==> config.mk <==
export PLATFORM = sky130hd
export DESIGN_NAME = nvm_writer_flat
export DESIGN_NICKNAME = d
export VERILOG_FILES = /design/src/rtl/nvm_pkg.sv /design/src/rtl/nvm_writer_if.sv /design/src/rtl/sipo_reg.sv /design/src/rtl/nvm_writer.sv /design/src/flat_wrapper.sv
export SDC_FILE = /design/constraint.sdc
export NUM_CORES = 1
export LEC_CHECK = 0
export BUFFER_PORTS_ARGS = -buffer_cell sky130_fd_sc_hd__buf_2
export CORE_MARGIN = 10
export CORE_UTILIZATION = 50
export DETAILED_ROUTE_END_ITERATION = 12
export PLACE_DENSITY_LB_ADDON = 0.25
export RECOVER_POWER = 50
export SLEW_MARGIN = 20
export SYNTH_ARGS = -nofsm -noshare
export SYNTH_HDL_FRONTEND = slang
export SYNTH_SLANG_ARGS = --single-unit
==> constraint.sdc <==
create_clock -name clk -period 3.88 [get_ports clk]
set_input_delay 0 -clock clk [delete_from_list [all_inputs] [get_ports clk]]
set_output_delay 0 -clock clk [all_outputs]
set_load 0.01 [all_outputs]
==> src/rtl/nvm_pkg.sv <==
// Shared NVM definitions for the reader and writer paths.
// Holds writer FSM state encoding and default bus widths.
package nvm_pkg;

  localparam int NVM_DATA_W = 8;
  localparam int NVM_ADDR_W = 8;

  typedef enum logic [1:0] {
    IDLE,
    SHIFT,
    WRITE
  } nvm_wr_state_t;

endpackage

==> src/rtl/nvm_writer_if.sv <==
// NVM write port: we/addr/wdata from writer, ready from array.
// master = writer side, slave = NVM array side.
interface nvm_writer_if
  import nvm_pkg::*;
#(
  parameter int DATA_W = NVM_DATA_W,
  parameter int ADDR_W = NVM_ADDR_W
);

  logic              nvm_we;
  logic              nvm_ready;
  logic [ADDR_W-1:0] nvm_addr;
  logic [DATA_W-1:0] nvm_wdata;

  modport master (
    output nvm_we,
    output nvm_addr,
    output nvm_wdata,
    input  nvm_ready
  );

  modport slave (
    input  nvm_we,
    input  nvm_addr,
    input  nvm_wdata,
    output nvm_ready
  );

endinterface

==> src/rtl/sipo_reg.sv <==
// Serial-in parallel-out register, bit order set by MSB_FIRST.
// Ports: clk, rst, clr, shift, serial_in -> data_out.
module sipo_reg #(
  parameter int DATA_W    = 8,
  parameter bit MSB_FIRST = 1'b1
) (
  input  logic              clk,
  input  logic              rst,
  input  logic              clr,
  input  logic              shift,
  input  logic              serial_in,
  output logic [DATA_W-1:0] data_out
);

  logic [DATA_W-1:0] q;

  always_ff @(posedge clk) begin
    if (rst || clr) begin
      q <= '0;
    end else if (shift) begin
      if (MSB_FIRST)
        q <= {q[DATA_W-2:0], serial_in};
      else
        q <= {serial_in, q[DATA_W-1:1]};
    end
  end

  assign data_out = q;

endmodule

==> src/rtl/nvm_writer.sv <==
// Deserializes a serial word and issues one NVM write.
// Ports: clk, rst, wr_start/address_in, bit_valid/serial_in, abort, nvm (master), busy, done, ovr.
module nvm_writer
  import nvm_pkg::*;
#(
  parameter int DATA_W    = NVM_DATA_W,
  parameter int ADDR_W    = NVM_ADDR_W,
  parameter bit MSB_FIRST = 1'b1
) (
  input  logic              clk,
  input  logic              rst,
  input  logic              wr_start,
  input  logic [ADDR_W-1:0] address_in,
  input  logic              bit_valid,
  input  logic              serial_in,
  input  logic              abort,
  nvm_writer_if.master      nvm,
  output logic              busy,
  output logic              done,
  output logic              ovr
);

  localparam int CNT_W = $clog2(DATA_W + 1);
  localparam logic [CNT_W-1:0] LAST = CNT_W'(DATA_W - 1);

  nvm_wr_state_t     state, state_d;
  logic [CNT_W-1:0]  cnt, cnt_d;
  logic [ADDR_W-1:0] addr_q;
  logic              we_q, we_d;
  logic              done_d, ovr_d;
  logic              shift, clr, load;
  logic [DATA_W-1:0] word;

  always_comb begin
    state_d = state;
    cnt_d   = cnt;
    shift   = 1'b0;
    clr     = 1'b0;
    load    = 1'b0;
    we_d    = 1'b0;
    done_d  = 1'b0;
    ovr_d   = 1'b0;
    unique case (state)
      IDLE: begin
        if (wr_start) begin
          state_d = SHIFT;
          cnt_d   = '0;
          load    = 1'b1;
          clr     = 1'b1;
        end
      end
      SHIFT: begin
        // abort beats a coincident final bit
        if (abort) begin
          state_d = IDLE;
          cnt_d   = '0;
        end else if (bit_valid) begin
          shift = 1'b1;
          cnt_d = cnt + CNT_W'(1);
          if (cnt == LAST) begin
            state_d = WRITE;
            we_d    = 1'b1;
          end
        end
      end
      WRITE: begin
        // late bits are dropped, only flagged
        ovr_d = bit_valid;
        if (nvm.nvm_ready) begin
          state_d = IDLE;
          done_d  = 1'b1;
          cnt_d   = '0;
        end else begin
          we_d = 1'b1;
        end
      end
      default: state_d = IDLE;
    endcase
  end

  always_ff @(posedge clk) begin
    if (rst) begin
      state  <= IDLE;
      cnt    <= '0;
      addr_q <= '0;
      we_q   <= 1'b0;
      done   <= 1'b0;
      ovr    <= 1'b0;
    end else begin
      state <= state_d;
      cnt   <= cnt_d;
      we_q  <= we_d;
      done  <= done_d;
      ovr   <= ovr_d;
      if (load)
        addr_q <= address_in;
    end
  end

  sipo_reg #(
    .DATA_W   (DATA_W),
    .MSB_FIRST(MSB_FIRST)
  ) u_sipo (
    .clk      (clk),
    .rst      (rst),
    .clr      (clr),
    .shift    (shift),
    .serial_in(serial_in),
    .data_out (word)
  );

  assign nvm.nvm_we    = we_q;
  assign nvm.nvm_addr  = addr_q;
  assign nvm.nvm_wdata = word;
  assign busy          = (state != IDLE);

endmodule

==> src/flat_wrapper.sv <==
// flat-port wrapper written by rule: the top's interface ports become plain ports
module nvm_writer_flat import nvm_pkg::*;
#(
  parameter int DATA_W    = NVM_DATA_W,
  parameter int ADDR_W    = NVM_ADDR_W,
  parameter bit MSB_FIRST = 1'b1
)
  (clk, rst, wr_start, address_in, bit_valid, serial_in, abort, busy, done, ovr, nvm_nvm_we, nvm_nvm_addr, nvm_nvm_wdata, nvm_nvm_ready);
  nvm_writer_if #(.DATA_W(DATA_W), .ADDR_W(ADDR_W)) nvm_i ();
  input  logic clk;
  input  logic rst;
  input  logic wr_start;
  input  logic [ADDR_W-1:0] address_in;
  input  logic bit_valid;
  input  logic serial_in;
  input  logic abort;
  output logic busy;
  output logic done;
  output logic ovr;
  output wire logic [$bits(nvm_i.nvm_we)-1:0] nvm_nvm_we;
  output wire logic [$bits(nvm_i.nvm_addr)-1:0] nvm_nvm_addr;
  output wire logic [$bits(nvm_i.nvm_wdata)-1:0] nvm_nvm_wdata;
  input wire logic [$bits(nvm_i.nvm_ready)-1:0] nvm_nvm_ready;
  assign nvm_nvm_we = nvm_i.nvm_we;
  assign nvm_nvm_addr = nvm_i.nvm_addr;
  assign nvm_nvm_wdata = nvm_i.nvm_wdata;
  assign nvm_i.nvm_ready = nvm_nvm_ready;
  nvm_writer #(.DATA_W(DATA_W), .ADDR_W(ADDR_W), .MSB_FIRST(MSB_FIRST)) u_core (.clk(clk), .rst(rst), .wr_start(wr_start), .address_in(address_in), .bit_valid(bit_valid), .serial_in(serial_in), .abort(abort), .nvm(nvm_i), .busy(busy), .done(done), .ovr(ovr));
endmodule
==> metrics.txt, run 1 <==
outcome=finished clean; final worst path period share=50.8%; die outline area=4510 µm²; leading cell type in the layout, fill and taps excluded=dfxtp_1; total power after layout=485 µW; kind of launch point of the worst setup path=register; Comb power frac=20.1%; number of buffers on the longest clock path=2; Setup Viol. Count Final=0; mean instance size in the synthesized netlist=8.89 µm²; power share of the sequential group=56.4%; Req. time, crit path=4.11 ns; average wire per cell in the routed design=15.4 µm; Filler cells=207; diodes inserted=0; WS Path Type=reg2reg; critical register-to-register path endpoint=u_core.cnt[1]; first drt pass iteration count=4; Max Fclk=508 MHz; cell at the root of the clock tree=clkbuf_4; clk sinks=25; ratio of cells with drive above 1 in the final layout=14.4%; clock slew at the register clock pins of the worst setup and hold paths=0.13 ns; sum of negative setup slack=0 ns; cell types occupying the most area after synthesis=dfxtp_1 (45%), nand2_1 (7.8%), nand3_1 (7.7%); sequential-to-total area share from yosys stat=45.0%; highest-count cells in the layout ignoring fill and taps=dfxtp_1 (25), nand2_1 (23), clkbuf_1 (21); Area growth, synth to finish=24.7%; number of global-route vias before repair=1,118; Seq cells post-synth=25; H-tree depth reported by CTS=1; Netlist cell types=29; largest vdd supply drop=250 µV; max_cap viols=0; unrepaired setup endpoints after global routing=no; ports placed on the boundary=35; worst-case hold slack=0.0340 ns; switching portion of total power=28.9%; # port buffers=34; actual transition at the worst max-transition pin=0.530 ns; Power Dens Cells=350 nW/µm²; depth of the worst register-to-register path=5; Leakage=0.538 nW; clock latency reported for the late side of the worst-skew pair=0.31 ns; count of nets left with antenna violations after detail routing=0; initial antenna violation count=0; Slew Viols, Final=0; share of total power in the clock network=23.4%; worst clock skew on the final layout=0.00280 ns; highest metal layer with signal wires=met4; Critical Path End Type=register; cts repair resizes=0; residual DRC count=0; DIE HEIGHT=67.1 µm; Netlist Area Pre-Place=1110 µm²; effective utilization at floorplan=51.2%; post-CTS setup buffer count=0; Syn Inst Count=125; minimum clock period after layout=1.97 ns; Hold Crit Class=in2reg; Max-Slew Margin vs Limit=63.8%; endpoint arrival time on the critical path=2.20 ns; standard cell core area=2170 µm²; length of routed wiring on met1=1.32 mm; yosys warns=0; die width=67.1 µm; Syn Nets=146; Final Wtd Congestion=0.753; area share of the leading cell type in the synthesized netlist=45.0%; wire length reported by the detailed router=3.00 mm; dpl hpwl=2.14 mm; fin nets=189; peak fanout along the critical path=11; register-to-register setup slack=1.91 ns; Pint=345 µW; Detail Route met3 WL=131 µm; met2 layer wire length in the routed design=1.52 mm; via density per instance=5.41; standard-cell rows=17; largest net degree at the start of global routing=17; First DRT Iteration DRCs=72; first-pass GRT wire length=5.15 mm; total count of hold-check failures in the final report=0; Critical Path Start=u_core.state[0]; total clock buffers created by CTS=3; area occupied by multi-input gates=548 µm²; overall via count from detail_route=1,055; sequential standard cell area=500 µm²; clock tree from TritonCTS=built; gr ovfl total=0; launching point of the worst reg2reg path=u_core.state[0]; termination of the worst setup path=u_core.cnt[1]; combined global-route utilization of all metal layers=14.0%; top cell type by total area after synthesis=dfxtp_1; power dissipated by switching net loads=140 µW
registers in the layout, summed over array words and instances, names as in the netlist:
register                count
u_core.cnt                  4
u_core.nvm.nvm_addr         8
u_core.ovr                  1
u_core.u_sipo.data_out      8
u_core.done                 1
u_core.nvm.nvm_we           1
u_core.state                2
per-stage QoR:
| stage | instances | instance area [µm²] | utilization, % | worst slack, ns |
|---|---|---|---|---|
| finish | 195 | 1390 | 63.8 | 1.91 |
| global route | 195 | 1390 | 63.8 | 1.82 |
| CTS | 195 | 1410 | 65.0 | 1.91 |
| detailed placement | 181 | 1280 | 59.2 | 1.94 |
| global placement | 181 | 1280 | 59.2 | 2.04 |
| floorplan | 125 | 1110 | - | 2.25 |
what timing repair did:
action,CTS,global route
hold endpoints to repair,10,0
setup endpoints to repair,0,0
hold buffers,10,0
synth_stat cells, drive strengths merged:
cell type   n
nor4b       1
nand3b      1
nand3      17
dfxtp      25
o32ai       4
or3         2
o211a       1
buf         3
or4b        1
a21oi      16
and3        2
nand4b      1
ha          6
nand2      23
o31ai       1
nor2b       2
clkbuf      3
inv         8
a211oi      1
o311a       1
mux2i       1
and2b       1
nand4       1
a2111oi     3
final cells by class:
cell class,count,share of cell area [%]
clock buffer,4,1.90
tap,28,2.53
timing repair buffer,44,17.7
sequential,25,36.1
multi-input combinational,86,39.6
inverter,8,2.17
critical path: stages, from the launching register on:
cell and delay [ns]:
dfxtp_1 0.41, inv_1 0.10, ha_1 0.33, nor2b_2 0.25, or4b_4 0.53, o32ai_2 0.26
cell families (layout without fill, tap and decap cells):
logic type / after synthesis / count (layout) / share of synthesized area (%)
simple gates: 52 / 52 / 24.5
compound gates: 27 / 27 / 17.1
flops: 25 / 25 / 45.0
buf+inv: 14 / 56 / 5.63
fa+ha+maj: 6 / 6 / 6.76
mux: 1 / 1 / 0.901
layer usage:
metal | vias to the layer above | global-route usage, %
met5 | - | 0
met4 | 0 | 3.08
met3 | 4 | 2.81
met2 | 24 | 25.1
met1 | 500 | 16.7
li1 | 527 | -
worst min path at each step:
stage	cells past startpoint	slack (ns)	start	end
2_1_floorplan	1	0.12	rst	u_core.cnt[0]
3_3_place_gp	3	0.26	address_in[2]	u_core.nvm.nvm_addr[2]
3_5_place_dp	3	0.26	serial_in	u_core.u_sipo.data_out[0]
4_1_cts	3	0.03	wr_start	u_core.nvm.nvm_addr[4]
5_1_grt	3	0.04	wr_start	u_core.nvm.nvm_addr[1]
6_report	3	0.03	wr_start	u_core.nvm.nvm_addr[7]
power groups by stage:
stage / Clock, mW / Combinational, mW / Sequential, mW
floorplan: 0 / 0.0585 / 0.282
global placement: 0 / 0.0883 / 0.278
detailed placement: 0 / 0.0921 / 0.279
CTS: 0.117 / 0.0999 / 0.273
global route: 0.130 / 0.110 / 0.275
finish: 0.114 / 0.0976 / 0.274
Power figures use the tool's default switching activity.
==> inputs of run 2 (changes only) <==
- ABC_AREA: unset -> 1
- CORE_UTILIZATION: 50 -> 44
- clock period: 3.88 -> 1.7 ns (I/O delays scaled with it)
==> metrics.txt, run 2 <==
outcome=finished clean; die outline area=5000 µm² (+11%); final worst path period share=85.7% (+35 points); clock tree from TritonCTS=built; WS Path Type=reg2reg; fin nets=220 (+16%); endpoint arrival time on the critical path=1.70 ns (-0.50 ns); Setup Viol. Count Final=0 (unchanged); adder and majority gate portion of the synthesized area=6.63% (-0.13 points); clock latency reported for the late side of the worst-skew pair=0.31 ns (about the same); unrepaired setup endpoints after global routing=no; clk sinks=25 (unchanged); top cell type by total area after synthesis=dfxtp_1; Syn Inst Count=151 (+21%); simple-gate share of the synthesized area=29.7% (+5.2 points); peak fanout along the critical path=10 (-1); Critical Path Start=u_core.state[0]; proportion of synthesized area in mux cells=0% (-0.90 points); area share of the leading cell type in the synthesized netlist=44.2% (-0.85 points); sum of negative setup slack=0 ns (unchanged); total count of hold-check failures in the final report=0 (unchanged); power share of the sequential group=57.4% (+1.0 points); number of buffers on the longest clock path=2 (unchanged); standard-cell rows=18 (+1); via density per instance=4.82 (-11%); hold buffers post-CTS=12 (+2); yosys warns=0 (unchanged); count of nets left with antenna violations after detail routing=0 (unchanged); asr flop ratio synth=0% (unchanged); ratio of cells with drive above 1 in the final layout=14.1% (-0.23 points); effective utilization at floorplan=45.7% (-5.5 points); Slew Viols, Final=0 (unchanged); die width=70.7 µm (+5.3%); sequential-to-total area share from yosys stat=44.2% (-0.85 points); standard cell core area=2480 µm² (+14%); H-tree depth reported by CTS=1 (unchanged); Area growth, synth to finish=26.4%; post-CTS setup buffer count=0 (unchanged); Pint=783 µW (+130%); ports placed on the boundary=35 (unchanged); diodes inserted=0 (unchanged); total clock buffers created by CTS=3 (unchanged); top cell types by occurrence after synthesis=nand2_1 (30), dfxtp_1 (25), nor2_1 (24); worst clock skew on the final layout=0.00533 ns (+0.00253 ns); startpoint of the tightest hold check path=bit_valid; kind of launch point of the worst setup path=register; # port buffers=34 (unchanged); largest family of logic cells by synthesized area=simple AND/OR/NAND/NOR gates; Power Dens Cells=762 nW/µm² (+120%); mean instance size in the synthesized netlist=7.50 µm² (-16%); Comb power frac=19.3% (-0.8 points); average wire per cell in the routed design=12.2 µm (-21%); power dissipated by switching net loads=308 µW (+120%); area share of xor/xnor cells in the synthesized design=0% (unchanged); Max-Slew Margin vs Limit=76.9% (+13 points); wire length reported by the detailed router=2.78 mm (-7.3%); count leader, synth=nand2_1; Max Fclk=686 MHz (+35%); Seq cells post-synth=25 (unchanged); initial antenna violation count=0 (unchanged); Netlist cell types=19 (-34%); number of global-route vias before repair=1,073 (-4.0%); worst-case hold slack=0.0151 ns (-0.0189 ns); Critical Path End Type=register; gr ovfl total=0 (unchanged); Netlist Area Pre-Place=1130 µm² (+1.9%); switching portion of total power=28.2% (-0.67 points); Hold Crit Class=in2reg; highest-count cells in the layout ignoring fill and taps=nand2_1 (30), dfxtp_1 (25), nor2_1 (24); ys flop type=dfxtp_1; max_cap viols=0 (unchanged); launching point of the worst reg2reg path=u_core.state[0]; cell types occupying the most area after synthesis=dfxtp_1 (44%), nand2_1 (9.9%), nor2_1 (8.0%); minimum clock period after layout=1.46 ns (-0.512 ns); residual DRC count=0 (unchanged); fraction of the mapped netlist area in compound gates=10.9% (-6.2 points); leading cell type in the layout, fill and taps excluded=nand2_1; overall via count from detail_route=1,099 (+4.2%); Post-synth EDFFs=0 (unchanged); actual transition at the worst max-transition pin=0.346 ns (-0.184 ns); Leakage=0.607 nW (+13%); share of total power in the clock network=23.3% (about the same); Final Wtd Congestion=0.835 (+11%); Req. time, crit path=1.94 ns (-2.17 ns); dpl hpwl=2.10 mm (-1.9%); First DRT Iteration DRCs=57 (-21%); combined global-route utilization of all metal layers=11.2% (-2.7 points); largest vdd supply drop=470 µV (+88%); first-pass GRT wire length=4.89 mm (-5.2%); clock slew at the register clock pins of the worst setup and hold paths=0.13 ns (about the same); cts repair resizes=0 (unchanged); largest net degree at the start of global routing=14 (-3); first drt pass iteration count=4 (unchanged); DIE HEIGHT=70.7 µm (+5.3%); Syn Nets=172 (+18%); cell at the root of the clock tree=clkbuf_4
## run 2: final timing paths
| path | slack [ns] | cells past startpoint | end |
|---|---|---|---|
| hold / removal | 0.02 | 3 | u_core.ovr |
| setup reg to reg | 0.24 | 5 | u_core.u_sipo.data_out[0] |
| hold reg to reg | 0.48 | 2 | u_core.u_sipo.data_out[7] |
| setup / recovery | 0.24 | 5 | u_core.u_sipo.data_out[0] |
## run 2: critical path, stage by stage (launching register included)
cell and delay [ns]:
dfxtp_1 0.40, inv_1 0.10, ha_1 0.23, nand2_1 0.23, nand2_1 0.24, a21oi_1 0.18
## run 2: area by class of cell
class	instances	area [µm²]
timing repair buffer	46	265
clock buffer	4	26.3
sequential	25	500
tap	30	37.5
multi-input combinational	106	536
inverter	17	66.3
fill	255	1050
## run 2: kinds of logic after synthesis
group	Yosys count
simple gates	76
flops	25
compound gates	24
buf+inv	20
fa+ha+maj	6
## run 2: stage by stage
step | power (mW) | worst slack, ns | util (%) | area (µm²) | cells
after floorplan | 0.772 | 0.477 | - | 1130 | 151
after global placement | 0.829 | 0.325 | 52.9 | 1310 | 212
after detailed placement | 0.835 | 0.258 | 52.9 | 1310 | 212
after CTS | 1.12 | 0.223 | 58.8 | 1460 | 228
after global routing | 1.16 | 0.0730 | 57.8 | 1430 | 228
final | 1.09 | 0.243 | 57.8 | 1430 | 228
## run 2: metal layers
metal / GRT usage (%) / wire (µm)
met5: 0 / 0
met4: 3.87 / 19
met3: 3.35 / 186
met2: 19.7 / 1330
met1: 12.6 / 1250
## run 2: power groups by stage
stage	logic, mW	registers (mW)	clock network (mW)
after floorplan	0.124	0.648	0
after detailed placement	0.196	0.639	0
after global placement	0.192	0.637	0
after global routing	0.240	0.629	0.296
after CTS	0.218	0.625	0.272
final	0.211	0.627	0.254
==> inputs of run 3 (changes only) <==
- SETUP_SLACK_MARGIN: unset -> 0.5
==> metrics.txt, run 3 (same netlist as run 2, synthesis figures left out) <==
max_cap viols=0 (unchanged); standard cell core area=2480 µm² (unchanged); Non-Filler Instances=234 (+2.6%); first drt pass iteration count=4 (unchanged); endpoint arrival time on the critical path=1.61 ns (-0.09 ns); peak fanout along the critical path=4 (-6); wire length reported by the detailed router=3.24 mm (+17%); total count of hold-check failures in the final report=0 (unchanged); number of buffers on the longest clock path=2 (unchanged); placed cells=212 (unchanged); worst hold path stage count=3 (unchanged); fin nets=226 (+2.7%); ratio of cells with drive above 1 in the final layout=35.8% (+22 points); critical register-to-register path endpoint=u_core.state[1]; clock latency reported for the late side of the worst-skew pair=0.32 ns (about the same); DIE HEIGHT=70.7 µm (unchanged); Slew Viols, Final=0 (unchanged); largest vdd supply drop=580 µV (+23%); residual DRC count=0 (unchanged); final worst slack=0.302 ns (+0.0597 ns); average wire per cell in the routed design=13.9 µm (+14%); startpoint of the tightest hold check path=bit_valid; combined global-route utilization of all metal layers=11.6% (+0.39 points); Power Dens Cells=704 nW/µm² (-7.7%); Max-Slew Margin vs Limit=72.2% (-4.8 points); number of global-route vias before repair=1,142 (+6.4%); minimum clock period after layout=1.40 ns (-0.0597 ns); effective utilization at floorplan=45.7% (unchanged); Hold Crit Class=in2reg; actual transition at the worst max-transition pin=0.418 ns (+0.0720 ns); count of nets left with antenna violations after detail routing=0 (unchanged); largest net degree at the start of global routing=14 (unchanged); worst clock skew on the final layout=0.00653 ns (+0.00120 ns); Filler cells=199 (-22%); sum of negative setup slack=0 ns (unchanged); unrepaired setup endpoints after global routing=yes; dpl hpwl=2.10 mm (about the same); Leakage=0.681 nW (+12%); overall via count from detail_route=1,148 (+4.5%); total clock buffers created by CTS=3 (unchanged); register-to-register setup slack=0.30 ns (+0.06 ns); post-place instance area=1320 µm² (+0.57%); cell at the root of the clock tree=clkbuf_4; Critical Path End Type=register; cell area after layout=1720 µm² (+20%); first-pass GRT wire length=4.96 mm (+1.6%); diodes inserted=0 (unchanged); Area growth, synth to finish=51.5%; die outline area=5000 µm² (unchanged); Setup Viol. Count Final=0 (unchanged); clock tree from TritonCTS=built; First DRT Iteration DRCs=86 (+51%); WS Path Type=reg2reg; pre-CTS worst setup slack=0.284 ns (+0.0267 ns); highest-count cells in the layout ignoring fill and taps=dfxtp_1 (24), nor2_1 (23), clkbuf_1 (21); clock slew at the register clock pins of the worst setup and hold paths=0.14 ns (about the same); Max Fclk=715 MHz (+4.3%); Req. time, crit path=1.91 ns (-0.03 ns); outcome=finished clean; ports placed on the boundary=35 (unchanged); launching point of the worst reg2reg path=u_core.state[0]; die width=70.7 µm (unchanged); H-tree depth reported by CTS=1 (unchanged); initial antenna violation count=0 (unchanged); kind of launch point of the worst setup path=register; final worst path period share=82.2% (-3.5 points); total power after layout=1.21 mW (+11%); clk sinks=25 (unchanged); # port buffers=34 (unchanged); worst-case hold slack=0.0782 ns (+0.0631 ns); standard-cell rows=18 (unchanged); final core utilization=69.2% (+11 points); Worst Hold Path EP=u_core.u_sipo.data_out[4]; leading cell type in the layout, fill and taps excluded=dfxtp_1; Final Wtd Congestion=0.852 (+2.0%); depth of the worst register-to-register path=8 (+3); gr ovfl total=0 (unchanged); via density per instance=4.91 (+1.8%)
## run 3: cell count changes in the layout (fill, tap and decap cells not counted), sizes merged
cell / previous run / this run
dlygate4sd3: 12 / 13
buf: 14 / 19
## run 3: how the worst max path moves through the flow
stage | start | endpoint | slack (ns) | cells after the start
6_report | u_core.state[0] | u_core.state[1] | 0.30 | 8
4_1_cts | u_core.state[1] | u_core.state[1] | 0.46 | 8
2_1_floorplan | u_core.state[1] | u_core.cnt[3] | 0.51 | 8
3_5_place_dp | u_core.state[1] | u_core.nvm.nvm_addr[6] | 0.28 | 6
3_3_place_gp | u_core.state[1] | u_core.nvm.nvm_addr[7] | 0.32 | 6
5_1_grt | u_core.state[0] | u_core.cnt[2] | 0.24 | 7
## run 3: area by class of cell
cell class	count	area (µm²)	share of cell area, %
clock buffer	4	26.3	1.53
inverter	17	78.8	4.60
multi-input combinational	106	741	43.2
timing repair buffer	52	328	19.1
tap	30	37.5	2.19
sequential	25	504	29.4
## run 3: worst max-delay path, stage by stage (launching register included)
cell and delay (ns):
dfxtp_1 0.51, inv_4 0.09, ha_4 0.19, nand2_4 0.07, nand2_4 0.08, nor2_4 0.13
nand2_2 0.09, nand2_1 0.08, a21oi_2 0.06
## run 3: what timing repair did
item,CTS,global route
cloned,0,0
hold buffers,13,0
buffers inserted,3,2
pin swaps,4,14
endpoints found under the setup margin,24,23
endpoints found under the hold margin,17,0
gates resized for setup,24,39
## run 3: report_power, final
group	internal (mW)	total, mW	switching [mW]
sequential	0.610	0.629	0.0192
combinational	0.129	0.308	0.179
clock	0.0918	0.270	0.178
## run 3: metal layers
metal	track usage, %	wire [µm]	share of wire, %	vias up
met5	0	0	0	-
met4	4.95	43	1.3	0
met3	3.91	237	7.3	6
met2	21.3	1640	50	44
met1	11.7	1330	41	515
li1	-	-	-	583
